File: src/rtl/stack_ctrl_pkg.sv
// Shared encodings for the stack-machine controller: state codes, opcodes and ALU operations.
package stack_ctrl_pkg;

    typedef enum logic [3:0] {
        S_FETCH  = 4'd0,
        S_DECODE = 4'd1,
        S_POPA   = 4'd2,
        S_POPB   = 4'd3,
        S_EXEC   = 4'd4,
        S_WB     = 4'd5,
        S_MEMRD  = 4'd6,
        S_PUSHM  = 4'd7,
        S_POPM   = 4'd8,
        S_MEMWR  = 4'd9,
        S_JMP    = 4'd10,
        S_PEEK   = 4'd11,
        S_JZS    = 4'd12
    } state_t;

    localparam logic [2:0] OP_ADD  = 3'b000;
    localparam logic [2:0] OP_SUB  = 3'b001;
    localparam logic [2:0] OP_AND  = 3'b010;
    localparam logic [2:0] OP_NOT  = 3'b011;
    localparam logic [2:0] OP_PUSH = 3'b100;
    localparam logic [2:0] OP_POP  = 3'b101;
    localparam logic [2:0] OP_JMP  = 3'b110;
    localparam logic [2:0] OP_JZ   = 3'b111;

    localparam logic [1:0] ALU_ADD = 2'b00;
    localparam logic [1:0] ALU_SUB = 2'b01;
    localparam logic [1:0] ALU_AND = 2'b10;
    localparam logic [1:0] ALU_NOT = 2'b11;

    // Last state of every instruction; leaving one of these completes an instruction.
    function automatic logic is_terminal(input state_t s);
        return (s == S_WB) || (s == S_PUSHM) || (s == S_MEMWR) ||
               (s == S_JMP) || (s == S_JZS);
    endfunction

endpackage

File: src/rtl/stack_ctrl_outdec.sv
// Combinational Moore output decoder: maps the current state (and the latched ALU op) to every control line.
module stack_ctrl_outdec
    import stack_ctrl_pkg::*;
(
    input  logic       rst,
    input  state_t     state,
    input  logic [1:0] alu_sel,
    output logic       IorD,
    output logic       memRead,
    output logic       memWrite,
    output logic       IRWrite,
    output logic       SrcA,
    output logic       SrcB,
    output logic       LdA,
    output logic       LdB,
    output logic [1:0] AluOP,
    output logic       PCWrite,
    output logic       PCWriteCond,
    output logic       PCSrc,
    output logic       tos,
    output logic       Push,
    output logic       Pop,
    output logic       MtoS
);

    // Reset overrides every state, and illegal codes fall through with all outputs low.
    always_comb begin
        IorD        = 1'b0;
        memRead     = 1'b0;
        memWrite    = 1'b0;
        IRWrite     = 1'b0;
        SrcA        = 1'b0;
        SrcB        = 1'b0;
        LdA         = 1'b0;
        LdB         = 1'b0;
        AluOP       = ALU_ADD;
        PCWrite     = 1'b0;
        PCWriteCond = 1'b0;
        PCSrc       = 1'b0;
        tos         = 1'b0;
        Push        = 1'b0;
        Pop         = 1'b0;
        MtoS        = 1'b0;
        if (!rst) begin
            case (state)
                S_FETCH: begin
                    memRead = 1'b1;
                    IRWrite = 1'b1;
                    SrcA    = 1'b1;
                    SrcB    = 1'b1;
                    PCWrite = 1'b1;
                end
                S_POPA, S_POPM: begin
                    Pop = 1'b1;
                    LdA = 1'b1;
                end
                S_POPB: begin
                    Pop = 1'b1;
                    LdB = 1'b1;
                end
                S_EXEC:  AluOP = alu_sel;
                S_WB:    Push  = 1'b1;
                S_MEMRD: begin
                    IorD    = 1'b1;
                    memRead = 1'b1;
                end
                S_PUSHM: begin
                    Push = 1'b1;
                    MtoS = 1'b1;
                end
                S_MEMWR: begin
                    IorD     = 1'b1;
                    memWrite = 1'b1;
                end
                S_JMP: begin
                    PCSrc   = 1'b1;
                    PCWrite = 1'b1;
                end
                S_PEEK:  tos = 1'b1;
                S_JZS: begin
                    PCSrc       = 1'b1;
                    PCWriteCond = 1'b1;
                end
                default: ;
            endcase
        end
    end

endmodule

File: src/rtl/stack_controller.sv
// Multicycle stack-machine control FSM. Define STACK_CTRL_DBG_EN to expose state_dbg and the
// completed-instruction counter instr_cnt.
module stack_controller
    import stack_ctrl_pkg::*;
(
    input  logic       clk,
    input  logic       rst,
    input  logic [2:0] OPC,
    output logic       IorD,
    output logic       memRead,
    output logic       memWrite,
    output logic       IRWrite,
    output logic       SrcA,
    output logic       SrcB,
    output logic       LdA,
    output logic       LdB,
    output logic [1:0] AluOP,
    output logic       PCWrite,
    output logic       PCWriteCond,
    output logic       PCSrc,
    output logic       tos,
    output logic       Push,
    output logic       Pop,
    output logic       MtoS
`ifdef STACK_CTRL_DBG_EN
    ,
    output logic [3:0]  state_dbg,
    output logic [15:0] instr_cnt
`endif
);

    state_t     state;
    state_t     next_state;
    logic [1:0] alu_sel;

    always_ff @(posedge clk) begin
        if (rst) begin
            state <= S_FETCH;
        end else begin
            state <= next_state;
        end
    end

    // ALU op is captured while OPC is still valid so EXEC ignores later opcode changes.
    always_ff @(posedge clk) begin
        if (rst) begin
            alu_sel <= ALU_ADD;
        end else if (state == S_DECODE || state == S_POPA) begin
            alu_sel <= OPC[1:0];
        end
    end

    always_comb begin
        next_state = S_FETCH;
        case (state)
            S_FETCH:  next_state = S_DECODE;
            S_DECODE: begin
                case (OPC)
                    OP_ADD, OP_SUB, OP_AND, OP_NOT: next_state = S_POPA;
                    OP_PUSH: next_state = S_MEMRD;
                    OP_POP:  next_state = S_POPM;
                    OP_JMP:  next_state = S_JMP;
                    OP_JZ:   next_state = S_PEEK;
                    default: next_state = S_FETCH;
                endcase
            end
            S_POPA:   next_state = (OPC == OP_NOT) ? S_EXEC : S_POPB;
            S_POPB:   next_state = S_EXEC;
            S_EXEC:   next_state = S_WB;
            S_MEMRD:  next_state = S_PUSHM;
            S_POPM:   next_state = S_MEMWR;
            S_PEEK:   next_state = S_JZS;
            default:  next_state = S_FETCH;
        endcase
    end

    stack_ctrl_outdec u_outdec (
        .rst         (rst),
        .state       (state),
        .alu_sel     (alu_sel),
        .IorD        (IorD),
        .memRead     (memRead),
        .memWrite    (memWrite),
        .IRWrite     (IRWrite),
        .SrcA        (SrcA),
        .SrcB        (SrcB),
        .LdA         (LdA),
        .LdB         (LdB),
        .AluOP       (AluOP),
        .PCWrite     (PCWrite),
        .PCWriteCond (PCWriteCond),
        .PCSrc       (PCSrc),
        .tos         (tos),
        .Push        (Push),
        .Pop         (Pop),
        .MtoS        (MtoS)
    );

`ifdef STACK_CTRL_DBG_EN
    assign state_dbg = state;

    // Counts only completed instructions; reset and illegal-state recovery do not count.
    always_ff @(posedge clk) begin
        if (rst) begin
            instr_cnt <= 16'd0;
        end else if (next_state == S_FETCH && is_terminal(state)) begin
            instr_cnt <= instr_cnt + 16'd1;
        end
    end
`endif

endmodule

File: config.mk
export PLATFORM = sky130hd
export DESIGN_NAME = stack_controller
export DESIGN_NICKNAME = d
export VERILOG_FILES = /design/src/rtl/stack_ctrl_pkg.sv /design/src/rtl/stack_ctrl_outdec.sv /design/src/rtl/stack_controller.sv
export SDC_FILE = /design/constraint.sdc
export NUM_CORES = 1
export LEC_CHECK = 0
export ABC_AREA = 1
export CELL_PAD_IN_SITES_DETAIL_PLACEMENT = 1
export CELL_PAD_IN_SITES_GLOBAL_PLACEMENT = 2
export CORE_MARGIN = 4
export CORE_UTILIZATION = 21
export DETAILED_ROUTE_END_ITERATION = 6
export PLACE_DENSITY_LB_ADDON = 0.05
export SYNTH_ARGS = -nofsm -noshare
export SYNTH_HDL_FRONTEND = slang
export SYNTH_HIERARCHICAL = 1
export SYNTH_SLANG_ARGS = --single-unit
File: constraint.sdc
create_clock -name clk -period 3.59 [get_ports clk]
set_input_delay 0.8975 -clock clk [delete_from_list [all_inputs] [get_ports clk]]
set_output_delay 0.8975 -clock clk [all_outputs]
set_load 0.03 [all_outputs]
==> out/summary.md, run 1 <==
• no — unrepaired setup endpoints after global routing
• 303 MHz — highest attainable clock frequency
• dfxtp_1 — primary flip-flop cell chosen by synthesis mapping
• 20.5% — layout cell share with drive strength beyond 1
• 1 — CTS HTree Levels
• 60.6 um — y dimension of the die
• dfxtp_1 — post-synthesis cell type with the largest combined area
• 354 uV — IR Drop Worst-Case VDD
• 0 — setup violation total in the final timing report
• 2 — clock buffer depth
• 10.5% — global-route usage over all layers
• 2.69 ns — CP required
• rst — Critical Path Source
• 91.9% — Tcrit/Tclk final
• 0.373 nW — P_leak
• 0% — proportion of register bits with asynchronous set or reset after synthesis
• 582 sq um — Post-Syn Area
• 0 — number of buffers inserted to repair setup after CTS
• 2.40 ns — CP arrival
• 0.24 ns — latest clock arrival within the worst-skew pair
• 0 — max-cap violations
• 22 — num ports
• 4 — number of detailed-route iterations in the first pass
• 6 — Yosys reg bits
• IRWrite — critical path endpoint
• 3.30 ns — min Tclk post-route
• 21 — IO buf count
• 3680 sq um — Total Die Area
• alu_sel[1] — RR Endpoint
• finished, final reports clean — run status
• 6 — Synthesis Warnings
• 157 — number of non-filler instances in the completed layout
• 5.59 sq um — mean post-synth cell area
• 109 — number of nets produced by synthesis
• 44.7% — area growth from synthesis to final layout
• done — CTS tree
• 1.48 mm — Detail Placement HPWL
• 641 nW/um^2 — PD cells
• 20.6% — post-synth top area share
• 0 — number of pins exceeding their max-slew limit in the final report
• 0 — diode insertion count for antenna repair
• state[0] — reg2reg start
• 2.90 mm — first-pass GRT wire length
• 0 — hold buffer count at cts
• 0 — number of antenna violations at the first check in global routing
• 134 — Final #Nets
• 1.71 mm — routed wire length
• 0 — CTS-repair resized insts
• 9 — maximum net fanout on the critical path
• 2.39 ns — register-to-register setup slack
• 60.6 um — die width
• 2 — Worst Hold Path Cells
• 692 — via total after detailed routing
• 18 — number of standard-cell rows in the floorplan
• primary input — category of the worst setup path launch point
• 0 — Routed Antenna Nets
• 18 — number of distinct library cells after synthesis
• 6 — sink count of the clock tree
• 3 — CTS buffer count
• 13 — Starting DRT DRC Count
• 22.7% — initial cell density of the core
• 154 — Placed Cells
• reg2reg — Hold Path Class
• 0.678 — routability cong.
• dfxtp_1, nand2_1, nand3_1 — biggest area contributors in the synthesized netlist
• nand2_1, nor2_1, inv_1 — leading cell types by count after synthesis
• 368 sq um — area taken by multi-input logic gates
• 0 — total congestion overflow after global routing
• 0 — DR DRC count
• 10.9 um — per-cell routed wire length
• 120 sq um — combined flip-flop and latch cell area
• 104 — gate count of the mapped netlist
• 5 — path depth of the worst reg2reg path
• 0.413 ns — slew at the pin with the worst max-slew slack
• 0.267 ns — Placement Setup Slack
• 0 — hold violation total from the final report
• 4.41 — Avg Vias per Cell
• 0 — count of flip-flops with a built-in enable after synthesis
• 0.05 ns — clock-pin slew reported for the worst setup and hold paths after clock tree synthesis
• 10 — pin count of the biggest net entering global routing
• 713 — vias in the first global route
• 20.6% — part of the Yosys area used for sequential elements
• 2570 sq um — core region area
• 366 — number of fill cells in the layout
• 0.00412 ns — clock tree skew after final layout
• clkbuf_4 — Root Driver
• in2out — classification of the worst setup path
• nand2_1 — most used standard cell by instance count after synthesis
• 72.4% — worst slew slack as a fraction of its limit
• 0.290 ns — worst setup margin
• 0 ns — setup_tns
• output port — type of destination of the critical path
kinds of logic after synthesis:
logic type             share of synthesized area [%]
flip-flops                                      20.6
buffers and inverters                           16.1
AND/OR/NAND/NOR                                 54.4
AO/OA/AOI/OAI                                   8.82
layout make-up:
cell class,count,area share [%]
inverters,21,9.36
repair buffers,22,25.6
multi-input cells,75,43.7
clock buffers,3,2.67
flip-flops and latches,6,14.3
well taps,30,4.46
per-layer routing:
layer | share of wire [%] | global-route usage, % | vias to the layer above
met5 | 0 | 0 | -
met4 | 0 | 1.86 | 0
met3 | 4.8 | 3.40 | 0
met2 | 46 | 17.3 | 14
met1 | 50 | 13.5 | 314
li1 | - | - | 364
state kept, by name (all words and copies together) (netlist names):
register  cells
alu_sel       2
state         4
stage by stage:
step | util, % | hold slack, ns | instance area, sq um | total power, mW
2_1_floorplan | - | 0.455 | 582 | 0.379
3_3_place_gp | 31.9 | 0.484 | 820 | 0.485
3_5_place_dp | 31.9 | 0.480 | 820 | 0.485
4_1_cts | 32.8 | 0.489 | 842 | 0.552
5_1_grt | 32.8 | 0.510 | 842 | 0.598
6_report | 32.8 | 0.484 | 842 | 0.540
where the power goes:
part	switching, mW	leakage, nW	internal, mW
clock	0.0239	0.0138	0.0378
combinational	0.220	0.310	0.126
sequential	0.0411	0.0494	0.0909
total	0.285	0.373	0.254
worst min-delay path by stage:
stage                from          to
2_1_floorplan  alu_sel[0]  alu_sel[0]
5_1_grt        alu_sel[1]  alu_sel[1]
3_5_place_dp   alu_sel[0]  alu_sel[0]
4_1_cts        alu_sel[0]  alu_sel[0]
3_3_place_gp   alu_sel[0]  alu_sel[0]
6_report       alu_sel[0]  alu_sel[0]
worst max-delay path: stages:
cell and delay, ns:
clkdlybuf4s50_1 0.44, buf_4 0.19, nor2_1 0.17, clkdlybuf4s50_1 0.70
cells in the final DEF (no fill, tap or decap), drive strengths merged:
cell type       n
o21ai           3
buf             2
nand4           1
clkbuf          3
nor3            2
inv            21
nand3          14
dfxtp           6
clkdlybuf4s50  20
nor2           21
nand2          29
a21oi           5
(Power assumes the default switching activity.)
==> run 2, diff against run 1 <==
CORE_MARGIN = default   (was 4)
==> run 2 against run 1 <==
Non-clock buffer count is the same; total power up 0.37%; maximum frequency shrank 0.62%; hold slack gained 0.0020 ns; die area decreased by 19%; clock-buffer cell count stayed put; register-to-register slack got worse by 0.03 ns.
==> out/summary.md, run 2 (same netlist as run 1, synthesis figures left out) <==
• 1.68 mm — routed wire length
• reg2reg — Hold Path Class
• output port — type of destination of the critical path
• 54.6 um — die width
• 24.9% — proportion of power drawn by flip-flops and latches
• 44.7% — area growth from synthesis to final layout
• 11.0% — clock share of power
• 2.69 ns — CP required
• done — CTS tree
• 347 — number of fill cells in the layout
• 64.2% — power share of the combinational group
• 0 — setup violation total in the final timing report
• 371 uV — IR Drop Worst-Case VDD
• 0 — diode insertion count for antenna repair
• primary input — category of the worst setup path launch point
• state x4, alu_sel x2 — biggest registers after layout
• 0 — number of antenna violations at the first check in global routing
• 22 — num ports
• 134 — Final #Nets
• 0 — Routed Antenna Nets
• 6 — sink count of the clock tree
• 0.542 mW — Final Total Pwr
• 2540 sq um — core region area
• 10.7 um — per-cell routed wire length
• 33.1% — post-layout util
• 0 — total congestion overflow after global routing
• 0 — DR DRC count
• 0 — number of buffers inserted to repair setup after CTS
• 2 — number of detailed-route iterations in the first pass
• 696 — via total after detailed routing
• 0 — max-cap violations
• 1 — CTS HTree Levels
• 643 nW/um^2 — PD cells
• 2.42 ns — CP arrival
• nand2_1, clkdlybuf4s50_1, nor2_1, inv_1, nand3_1 — most frequent cells in the layout
• 20.5% — layout cell share with drive strength beyond 1
• alu_sel[1] — worst hold start
• state[0] — reg2reg start
• 72.7% — worst slew slack as a fraction of its limit
• 0 — hold violation total from the final report
• alu_sel[0] — RR Endpoint
• finished, final reports clean — run status
• 2.36 ns — register-to-register setup slack
• 10 — pin count of the biggest net entering global routing
• 0 — number of pins exceeding their max-slew limit in the final report
• no — unrepaired setup endpoints after global routing
• 22.9% — initial cell density of the core
• 4.43 — Avg Vias per Cell
• 92.5% — Tcrit/Tclk final
• 0 — hold buffer count at cts
• 5 — path depth of the worst reg2reg path
• 0 ns — setup_tns
• 6 — Starting DRT DRC Count
• 0.783 — routability cong.
• 4 — max reg flops
• 13.0% — global-route usage over all layers
• 0.269 ns — worst setup margin
• 0.287 mW — net switching power of the design
• 18 — number of standard-cell rows in the floorplan
• 0.04 ns — clock-pin slew reported for the worst setup and hold paths after clock tree synthesis
• 2 — Worst Hold Path Cells
• 0.409 ns — slew at the pin with the worst max-slew slack
• 54.6 um — y dimension of the die
• 8 — maximum net fanout on the critical path
• 0.254 mW — Int Pwr
• 0 — CTS-repair resized insts
• 2 — clock buffer depth
• 3.32 ns — min Tclk post-route
• 21 — IO buf count
• 0.373 nW — P_leak
• 0.24 ns — latest clock arrival within the worst-skew pair
• 301 MHz — highest attainable clock frequency
• clkbuf_4 — Root Driver
• 3 — CTS buffer count
• 0.267 ns — Placement Setup Slack
• 641 — vias in the first global route
• nand2_1 — most common cell after layout, fill and taps aside
• 0.000951 ns — clock tree skew after final layout
• 2.76 mm — first-pass GRT wire length
• in2out — classification of the worst setup path
• 2980 sq um — Total Die Area
• alu_sel[1] — Worst Hold Path EP
• state — top register by number of flip-flops
• 1.43 mm — Detail Placement HPWL
• 53.1% — switching power share of the total
==> run 2: cell counts in the layout (fill, tap and decap cells not counted) <==
No cell type changed its count.
==> run 2: cell type report <==
cell class | instances | area, sq um | area share, %
Multi-Input combinational cell | 75 | 368 | 43.7
Timing Repair Buffer | 22 | 215 | 25.6
Sequential cell | 6 | 120 | 14.3
Inverter | 21 | 78.8 | 9.36
Tap cell | 30 | 37.5 | 4.46
Clock buffer | 3 | 22.5 | 2.67
==> run 2: stage by stage <==
step	cells	instance area (sq um)	hold slack, ns
2_1_floorplan	104	582	0.455
3_3_place_gp	154	820	0.483
3_5_place_dp	154	820	0.487
4_1_cts	157	842	0.493
5_1_grt	157	842	0.514
6_report	157	842	0.486
==> run 2: worst max-delay path: stages <==
cell and delay [ns]:
clkdlybuf4s50_1 0.46, buf_4 0.19, nor2_1 0.17, clkdlybuf4s50_1 0.70
==> run 2: worst max-delay path by stage <==
stage	endpoint	slack [ns]	startpoint	depth (start not counted)
2_1_floorplan	LdB	0.95	rst	3
3_3_place_gp	IRWrite	0.27	rst	4
3_5_place_dp	SrcA	0.27	rst	4
4_1_cts	SrcA	0.25	rst	4
5_1_grt	IRWrite	0.19	rst	4
6_report	SrcA	0.27	rst	4
==> run 2: power by group through the flow <==
stage	clock [mW]	combinational, mW	sequential, mW
floorplan	0	0.255	0.124
global placement	0	0.349	0.136
detailed placement	0	0.351	0.137
CTS	0.0631	0.352	0.136
global route	0.0677	0.385	0.140
finish	0.0594	0.348	0.135
==> run 2: routing by layer <==
layer	routed length, um	up-vias	GRT usage, %
li1	-	364	-
met1	893	318	18.1
met2	736	14	19.9
met3	50	0	4.17
met4	0	0	1.28
met5	0	-	0
